$ cat src/rtl/uart_pkg.sv
// uart_pkg: register map, status bit positions and FSM state types shared by the UART and its master
package uart_pkg;
  localparam logic [4:0] RX_BASE = 5'd0;
  localparam logic [4:0] TX_BASE = 5'd4;
  localparam logic [4:0] STATUS_BASE = 5'd8;
  localparam int RX_OK_BIT = 7;
  localparam int TX_OK_BIT = 6;
  localparam int OVR_BIT = 3;
  localparam int FERR_BIT = 2;
  typedef enum logic [1:0] {R_IDLE, R_START, R_DATA, R_STOP} rx_state_t;
  typedef enum logic [1:0] {T_IDLE, T_START, T_DATA, T_STOP} tx_state_t;
endpackage

$ cat src/rtl/uart_rx_core.sv
// uart_rx_core: synchronises rxd, samples 8N1 frames mid-bit, emits the byte with one-cycle valid and frame-error pulses
module uart_rx_core
  import uart_pkg::*;
#(
  parameter int DIV = 16
) (
  input  logic       clk,
  input  logic       rst_n,
  input  logic       rxd,
  output logic [7:0] data,
  output logic       valid,
  output logic       ferr
);
  localparam int W = $clog2(DIV + 1);
  rx_state_t state, state_n;
  logic s1, s2, tick;
  logic [W-1:0] cnt;
  logic [2:0] idx;
  logic [7:0] sh;
  assign tick = cnt == W'(1);
  always_ff @(posedge clk or negedge rst_n)
    if (!rst_n) state <= R_IDLE;
    else state <= state_n;
  always_comb
    state_n = state == R_IDLE ? (s2 ? R_IDLE : R_START) :
              !tick ? state :
              state == R_START ? (s2 ? R_IDLE : R_DATA) :
              state == R_DATA ? (idx == 3'd7 ? R_STOP : R_DATA) : R_IDLE;
  always_ff @(posedge clk or negedge rst_n)
    if (!rst_n) begin
      {s2, s1} <= 2'b11;
      cnt <= '0;
      idx <= '0;
      sh <= '0;
    end else begin
      {s2, s1} <= {s1, rxd};
      cnt <= state == R_IDLE ? W'(DIV / 2) : tick ? W'(DIV) : cnt - 1'b1;
      if (state == R_DATA && tick) begin
        sh <= {s2, sh[7:1]};
        idx <= idx + 3'd1;
      end
    end
  always_comb begin
    data = sh;
    valid = state == R_STOP && tick && s2;
    ferr = state == R_STOP && tick && !s2;
  end
endmodule

$ cat src/rtl/uart_avs_rs232.sv
// uart_avs_rs232: Avalon-MM slave 8N1 UART exposing RX, TX and STATUS registers with one wait cycle per access
module uart_avs_rs232
  import uart_pkg::*;
#(
  parameter int CLK_HZ = 50000000,
  parameter int BAUD = 115200,
  parameter int DIV = CLK_HZ / BAUD
) (
  input  logic        clk,
  input  logic        rst_n,
  input  logic [4:0]  avs_address,
  input  logic        avs_read,
  input  logic        avs_write,
  input  logic [31:0] avs_writedata,
  output logic [31:0] avs_readdata,
  output logic        avs_waitrequest,
  input  logic        uart_rxd,
  output logic        uart_txd
);
  localparam int W = $clog2(DIV + 1);
  tx_state_t tx_state, tx_state_n;
  logic [W-1:0] tx_cnt;
  logic [2:0] tx_idx;
  logic [7:0] tx_sh, op_data, rx_data, rx_byte, status;
  logic [4:0] op_addr;
  logic op_rd, op_wr, done, rx_rd, st_rd, tx_start, tx_busy, tx_tick;
  logic rx_full, overrun, frame_err, rx_valid, rx_ferr;
  logic unused;
  assign unused = &{1'b0, avs_writedata[31:8]};
  uart_rx_core #(.DIV(DIV)) u_rx (
    .clk  (clk),
    .rst_n(rst_n),
    .rxd  (uart_rxd),
    .data (rx_byte),
    .valid(rx_valid),
    .ferr (rx_ferr)
  );
  always_ff @(posedge clk or negedge rst_n)
    if (!rst_n) begin
      avs_waitrequest <= 1'b1;
      op_rd <= 1'b0;
      op_wr <= 1'b0;
      op_addr <= '0;
      op_data <= '0;
    end else begin
      avs_waitrequest <= !((avs_read || avs_write) && avs_waitrequest);
      if (avs_waitrequest) begin
        op_rd <= avs_read;
        op_wr <= avs_write && !avs_read;
        op_addr <= avs_address;
        op_data <= avs_writedata[7:0];
      end
    end
  assign done = !avs_waitrequest;
  assign rx_rd = done && op_rd && op_addr == RX_BASE;
  assign st_rd = done && op_rd && op_addr == STATUS_BASE;
  assign tx_start = done && op_wr && op_addr == TX_BASE && !tx_busy;
  always_comb begin
    status = '0;
    status[RX_OK_BIT] = rx_full;
    status[TX_OK_BIT] = !tx_busy;
    status[OVR_BIT] = overrun;
    status[FERR_BIT] = frame_err;
    avs_readdata = !(done && op_rd) ? '0 :
                   op_addr == RX_BASE ? {24'b0, rx_data} :
                   op_addr == STATUS_BASE ? {24'b0, status} : '0;
  end
  always_ff @(posedge clk or negedge rst_n)
    if (!rst_n) begin
      rx_data <= '0;
      rx_full <= 1'b0;
      overrun <= 1'b0;
      frame_err <= 1'b0;
    end else begin
      if (rx_valid && (!rx_full || rx_rd)) rx_data <= rx_byte;
      rx_full <= rx_valid || (rx_full && !rx_rd);
      overrun <= (rx_valid && rx_full && !rx_rd) || (overrun && !st_rd);
      frame_err <= rx_ferr || (frame_err && !st_rd);
    end
  assign tx_busy = tx_state != T_IDLE;
  assign tx_tick = tx_cnt == '0;
  always_ff @(posedge clk or negedge rst_n)
    if (!rst_n) tx_state <= T_IDLE;
    else tx_state <= tx_state_n;
  always_comb
    tx_state_n = tx_state == T_IDLE ? (tx_start ? T_START : T_IDLE) :
                 !tx_tick ? tx_state :
                 tx_state == T_START ? T_DATA :
                 tx_state == T_DATA ? (tx_idx == 3'd7 ? T_STOP : T_DATA) : T_IDLE;
  always_ff @(posedge clk or negedge rst_n)
    if (!rst_n) begin
      tx_cnt <= '0;
      tx_idx <= '0;
      tx_sh <= '0;
    end else begin
      tx_cnt <= tx_state == T_IDLE || tx_tick ? W'(DIV - 1) : tx_cnt - 1'b1;
      if (tx_start) tx_sh <= op_data;
      else if (tx_state == T_DATA && tx_tick) begin
        tx_sh <= tx_sh >> 1;
        tx_idx <= tx_idx + 3'd1;
      end
    end
  always_comb
    uart_txd = tx_state == T_START ? 1'b0 : tx_state == T_DATA ? tx_sh[0] : 1'b1;
endmodule
$ cat config.mk
export PLATFORM = sky130hd
export DESIGN_NAME = uart_avs_rs232
export DESIGN_NICKNAME = d
export VERILOG_FILES = /design/src/rtl/uart_pkg.sv /design/src/rtl/uart_rx_core.sv /design/src/rtl/uart_avs_rs232.sv
export SDC_FILE = /design/constraint.sdc
export NUM_CORES = 1
export LEC_CHECK = 0
export ABC_AREA = 1
export ABC_CLOCK_PERIOD_IN_PS = 1800
export CORE_AREA = 2 2 114 116
export DETAILED_ROUTE_END_ITERATION = 12
export DIE_AREA = 0 0 116 118
export GPL_TIMING_DRIVEN = 0
export PLACE_DENSITY_LB_ADDON = 0.1
export SLEW_MARGIN = 10
export SYNTH_ARGS = -nofsm -noshare
export SYNTH_HDL_FRONTEND = slang
export SYNTH_HIERARCHICAL = 1
export SYNTH_SLANG_ARGS = --single-unit
$ cat constraint.sdc
create_clock -name clk -period 1.8 [get_ports clk]
set_input_delay 0.36 -clock clk [delete_from_list [all_inputs] [get_ports clk]]
set_output_delay 0.36 -clock clk [all_outputs]
set_load 0.01 [all_outputs]
# ---- Word-level counts from Yosys, hierarchy flattened
# Index checks and enable logic that the tools add are counted.
dict set report word_totals {
  ff_bits 73
  input_bits 42
  out_inout_bits 34
  elab_cells 99
}
dict set report classes {
  addsub 4
  eq_ne 10
  muxes 23
  bitwise 1
  reduce_logical 42
}
# cell n
set ops {}
lappend ops {{2-to-1 mux 8 bit} 5}
lappend ops {{2-to-1 mux 9 bit} 3}
lappend ops {{logical AND 1 bit} 19}
lappend ops {{2-to-1 mux 2 bit} 9}
lappend ops {{subtractor 9 x 1 -> 9 bit (second input constant)} 2}
lappend ops {{== test 9 x 1 -> 1 bit (second input constant)} 1}
lappend ops {{zero test 9 bit} 1}
lappend ops {{zero test 1 bit} 8}
lappend ops {{nonzero test 2 bit} 4}
lappend ops {{adder 3 x 1 -> 3 bit (second input constant)} 2}
lappend ops {{== test 2 bit (second input constant)} 3}
lappend ops {{== test 3 bit (second input constant)} 2}
lappend ops {{logical OR 1 bit} 6}
lappend ops {{2-to-1 mux 1 bit} 6}
lappend ops {{== test 5 x 3 -> 1 bit (second input constant)} 1}
lappend ops {{== test 5 x 4 -> 1 bit (second input constant)} 1}
lappend ops {{zero test 5 bit} 1}
lappend ops {{== test 2 x 1 -> 1 bit (second input constant)} 2}
lappend ops {{zero test 2 bit} 2}
lappend ops {{AND reduction 2 bit} 1}
lappend ops {{inverter 1 bit} 1}

# ---- Logic depth before layout (Yosys ltp)
dict set report logic_depth {
  ltp_word 6
  ltp_mapped 10
  ltp_nobuf 10
}

# ---- Hierarchy
# The synthesis kept the hierarchy.
# mod instances cells_each area_each_um2 seq_area_each_um2
set modules_own_cells {}
lappend modules_own_cells {uart_avs_rs232 1 290 2441.1 1227.4}
lappend modules_own_cells {uart_rx_core 1 138 1209.9 603.1}

# ---- Least setup slack after synthesis
# OpenSTA, ideal clock, no wires.
dict set report synth_path {
  kind {reg-to-reg}
  startpoint {register u_rx.cnt[4]}
  endpoint {register rx_data[4]}
  arrival_time_ps 1687
  required_ps 1682
  slack_ps -5
  path_stages_with_launch 10
  path_buffers 1
  synth_period_minus_slack_ps 1805
  path_cell_list {dfrtp_1 -> nor2_4 -> nand2_4 -> nor2_1 -> nand2_1 -> nor3_1 -> nand2_2 -> buf_6 -> nor2_2 -> a21oi_2}
}
dict set report synth_between {
  elab_chain_cells 4
}
# item line_no
set synth_rtl {}
lappend synth_rtl {{start, declared} uart_rx_core.sv:17} ;# logic [W-1:0] cnt;
lappend synth_rtl {{start signal, assigned} uart_rx_core.sv:37} ;# cnt <= state == R_IDLE ? W'(DIV / 2) : tick ? W'(DIV) : cnt - 1'b1;
lappend synth_rtl {{== test 9 x 1 -> 1 bit} uart_rx_core.sv:20} ;# assign tick = cnt == W'(1);
lappend synth_rtl {{logical AND 1 bit (2 in series)} uart_rx_core.sv:45} ;# valid = state == R_STOP && tick && s2;
lappend synth_rtl {{net rx_valid} uart_avs_rs232.sv:27} ;# logic rx_full, overrun, frame_err, rx_valid, rx_ferr;
lappend synth_rtl {{logical AND 1 bit} uart_avs_rs232.sv:75} ;# if (rx_valid && (!rx_full || rx_rd)) rx_data <= rx_byte;
lappend synth_rtl {{end signal, assigned} uart_avs_rs232.sv:75}
lappend synth_rtl {{end, declared} uart_avs_rs232.sv:24} ;# logic [7:0] tx_sh, op_data, rx_data, rx_byte, status;
# The timed path passes the listed nets, and every way through them passes these cells.
# A chain may end at the register's enable or synchronous reset.

# ---- Worst setup path in the final report
dict set report layout_path {
  startpoint {register avs_waitrequest}
  endpoint {output avs_readdata[7]}
}
dict set report layout_between {
  elab_chain_cells 3
}
# item line_no
set layout_rtl {}
lappend layout_rtl {{start, declared} uart_avs_rs232.sv:16} ;# output logic avs_waitrequest,
lappend layout_rtl {{start signal, assigned} uart_avs_rs232.sv:46} ;# avs_waitrequest <= !((avs_read || avs_write) && avs_waitrequest);
lappend layout_rtl {{zero test 1 bit} uart_avs_rs232.sv:54} ;# assign done = !avs_waitrequest;
lappend layout_rtl {{logical AND 1 bit} uart_avs_rs232.sv:64} ;# avs_readdata = !(done && op_rd) ? '0 :
lappend layout_rtl {{2-to-1 mux 8 bit} uart_avs_rs232.sv:64}
lappend layout_rtl {{end, declared} uart_avs_rs232.sv:15} ;# output logic [31:0] avs_readdata,
# Every way passes these cells.

==> results.toml <==
[clock_network]
cts_tree = "built"
numCtsBuffers = 9
worst_skew_pair.late_latency_ns = 0.33
cts_buffer_depth = 2
clk_pin_slew_ns = 0.06
htreeDepth = 3
cts.sinks = 73
cts-root-buf = "clkbuf_16"

[global_route]
grt_max_degree = 46
antenna_found_initial = 0
grtUsageMet1 = 0.1555
grt_busiest_layer = "met2"
grt_pass1_wl_um = 13590
met2_usage = 0.2102
grt_pass1_vias = 2917
grt_usage = 0.1262
grtUsageMet3 = 0.03450
grt_overflow = 0

[hold_path]
hold_path.class = "reg2reg"
hold_start = "u_rx/s1"

[route]
routed_wl_um = 7774
route.detailed.drc = 0
viasPerCell = 4.201
vias = 2865
drtPass1Iterations = 4
ant_nets = 0
wire_per_inst_um = 11.40
detail_route.iter0.violations = 158

[run]
cap_violations = 0

[critical_path]
worstPathRequired_ns = 1.44
critical_path_arrival_ns = 1.52
critPathCaptureType = "primary output"
worstPathMaxFanout = 4
r2r-start = "u_rx/cnt[4]"
worstSetupPathType = "reg2out"
startpoint = "avs_waitrequest"
start_kind = "register"

[yosys]
synthTopCellsByArea = "dfrtp_1 48%, nand2_1 9.0%, nand3_1 6.6%, nor2_1 5.2%, buf_4 4.9%"
ys.flop_type = "dfrtp_1"
ys_top_cells_by_count = "88 x nand2_1, 70 x dfrtp_1, 51 x nor2_1, 48 x nand3_1, 46 x inv_1"
yosysTopAreaCell = "dfrtp_1"
yosysWarnings = 6
synth_top_area_share = 0.4798
ys_ff_latch = 73
ys_seq_area_frac = 0.5014
syn_area_um2 = 3651
synth_cell_types = 32
synth_most_common_cell = "nand2_1"
synthCells = 428
synth_area_per_cell_um2 = 8.530
async_reset_ff_frac = 1.000
synth_edf_count = 0

[sta]
report.final.hold_viol_count = 0
rsz0062_at_grt = "true"
fmax_ghz = 0.5324
skew_ns = 0.004312
min_period_over_period = 1.043
setup-violations-final = 5
slew_viol_final = 0
holdWs_ns = 0.3566
fin_ws_ns = -0.07825
min_period_ns = 1.878

[run_status]
status = "finished with violations"
violations = "setup timing"

[placed_design]
globalplace.congestion = 0.7265
io_buffer_count = 27
dp.final_hpwl_um = 5476
post-place-cells = 651

[final_layout]
area_growth_pct = 31.70
antenna_cells = 0
layout.cells.non_filler = 682
multi_input_area_um2 = 1599
nets = 557
fillers = 1305
regArea_um2 = 1832
drive_gt1_frac = 0.2471
final_util = 0.3873

[floorplanning]
start_util = 0.2941
io_pins = 76
die_w_um = 116
dieHeight_um = 118
fp.dieArea_um2 = 13690
core_um2 = 12410
core.rowCount = 41

[power]
ir_drop_v = 0.0004183
p_leak_nw = 2.481
pwr_density_cell_nw_per_um2 = 882.8
-- stage by stage --
step | power [mW] | setup TNS [ns] | setup WS [ns] | area [µm²]
global route | 4.466 | -0.6580 | -0.1814 | 4808
detailed placement | 2.282 | -3.057 | -0.5160 | 4253
floorplan | 2.106 | 0 | 0.1617 | 3742
global placement | 2.269 | -177.71 | -2.439 | 4228
finish | 4.245 | -0.1832 | -0.07825 | 4808
CTS | 4.295 | -0.4906 | -0.1051 | 4695
-- routing by layer --
layer / vias to the layer above / wire (µm) / part of all wire
met5: - / 0 / 0
met2: 37 / 3821 / 0.49
li1: 1471 / - / -
met3: 11 / 274 / 0.035
met1: 1346 / 3550 / 0.46
met4: 0 / 127 / 0.016
-- worst paths after layout --
check / slack [ns] / cells after the start / to
worst max register to register: 0.11 / 9 / rx_data[5]
max in group asynchronous: 0.69 / 3 / u_rx/s2
worst max-delay path: -0.08 / 7 / avs_readdata[7]
worst min-delay path: 0.36 / 0 / u_rx/s2
worst min register to register: 0.36 / 0 / u_rx/s2
min in group asynchronous: 0.50 / 2 / tx_cnt[5]
-- critical path: stages (launching register included) --
cell and delay, ns:
dfstp_2 0.62, nor2_4 0.04, nand4_1 0.10, buf_6 0.15, inv_4 0.04, nand2_2 0.05, nand2_2 0.06, buf_6 0.12
-- cells by family (layout without fill, tap and decap cells) --
logic type,Yosys count,after routing,synth area share
buffers and inverters,81,140,0.1175
DFF,73,73,0.5014
and+or+nand+nor,215,215,0.2683
other,1,24,0.001027
adders and majority gates,10,10,0.03427
xor gates and xnor gates,4,4,0.01165
AOI/OAI and AO/OA,44,44,0.06580
-- layout make-up --
class | instances | share of cell area
clock buffers | 15 | 0.06193
flip-flops and latches | 73 | 0.3810
clock inverters | 1 | 0.006245
repair buffers | 43 | 0.08249
well taps | 172 | 0.04476
inverters | 48 | 0.03903
plain buffers | 33 | 0.05204
multi-input cells | 297 | 0.3326
-- cell usage in the layout, fill, tap and decap left out, types with 2 or more instances in the layout --
cell,count
buf_4,36
nand2_4,5
clkbuf_1,3
nand4_1,2
a21oi_1,13
nand2_2,6
inv_1,41
clkbuf_2,3
o22ai_1,2
nor2_2,11
conb_1,24
nor3_2,2
nor2_1,45
clkbuf_8,5
dfrtp_1,69
a21oi_2,4
nor2_4,5
nand2_1,83
o21ai_4,2
buf_2,5
buf_6,11
o21ai_0,20
ha_1,9
clkbuf_16,9
inv_2,5
nor3_1,3
nand3_1,47
clkdlybuf4s50_1,16
xor2_1,2
dfstp_2,3
-- report_power, final --
| group | switching (mW) | internal, mW | total [mW] |
|---|---|---|---|
| logic | 0.289 | 0.218 | 0.507 |
| registers | 0.0678 | 1.75 | 1.82 |
| clock network | 0.658 | 1.26 | 1.92 |
| total | 1.02 | 3.23 | 4.24 |
-- repair_timing --
action | in CTS | in global routing
buffers inserted | 9 | 5
hold buffers | 1 | 0
resized for setup | 60 | 26
endpoints found under the hold margin | 27 | 0
pin swaps | 7 | 8
endpoints found under the setup margin | 18 | 28
-- registers in the layout, summed over array words and instances (netlist names), 2 cells and up --
name and count:
u_rx/data 8, u_rx/state 2, op_addr 5, tx_sh 8
rx_data 8, tx_cnt 9, tx_state 2, tx_idx 3
u_rx/cnt 9, op_data 8, u_rx/idx 3
Note: power is estimated with default switching activity, not from simulation.
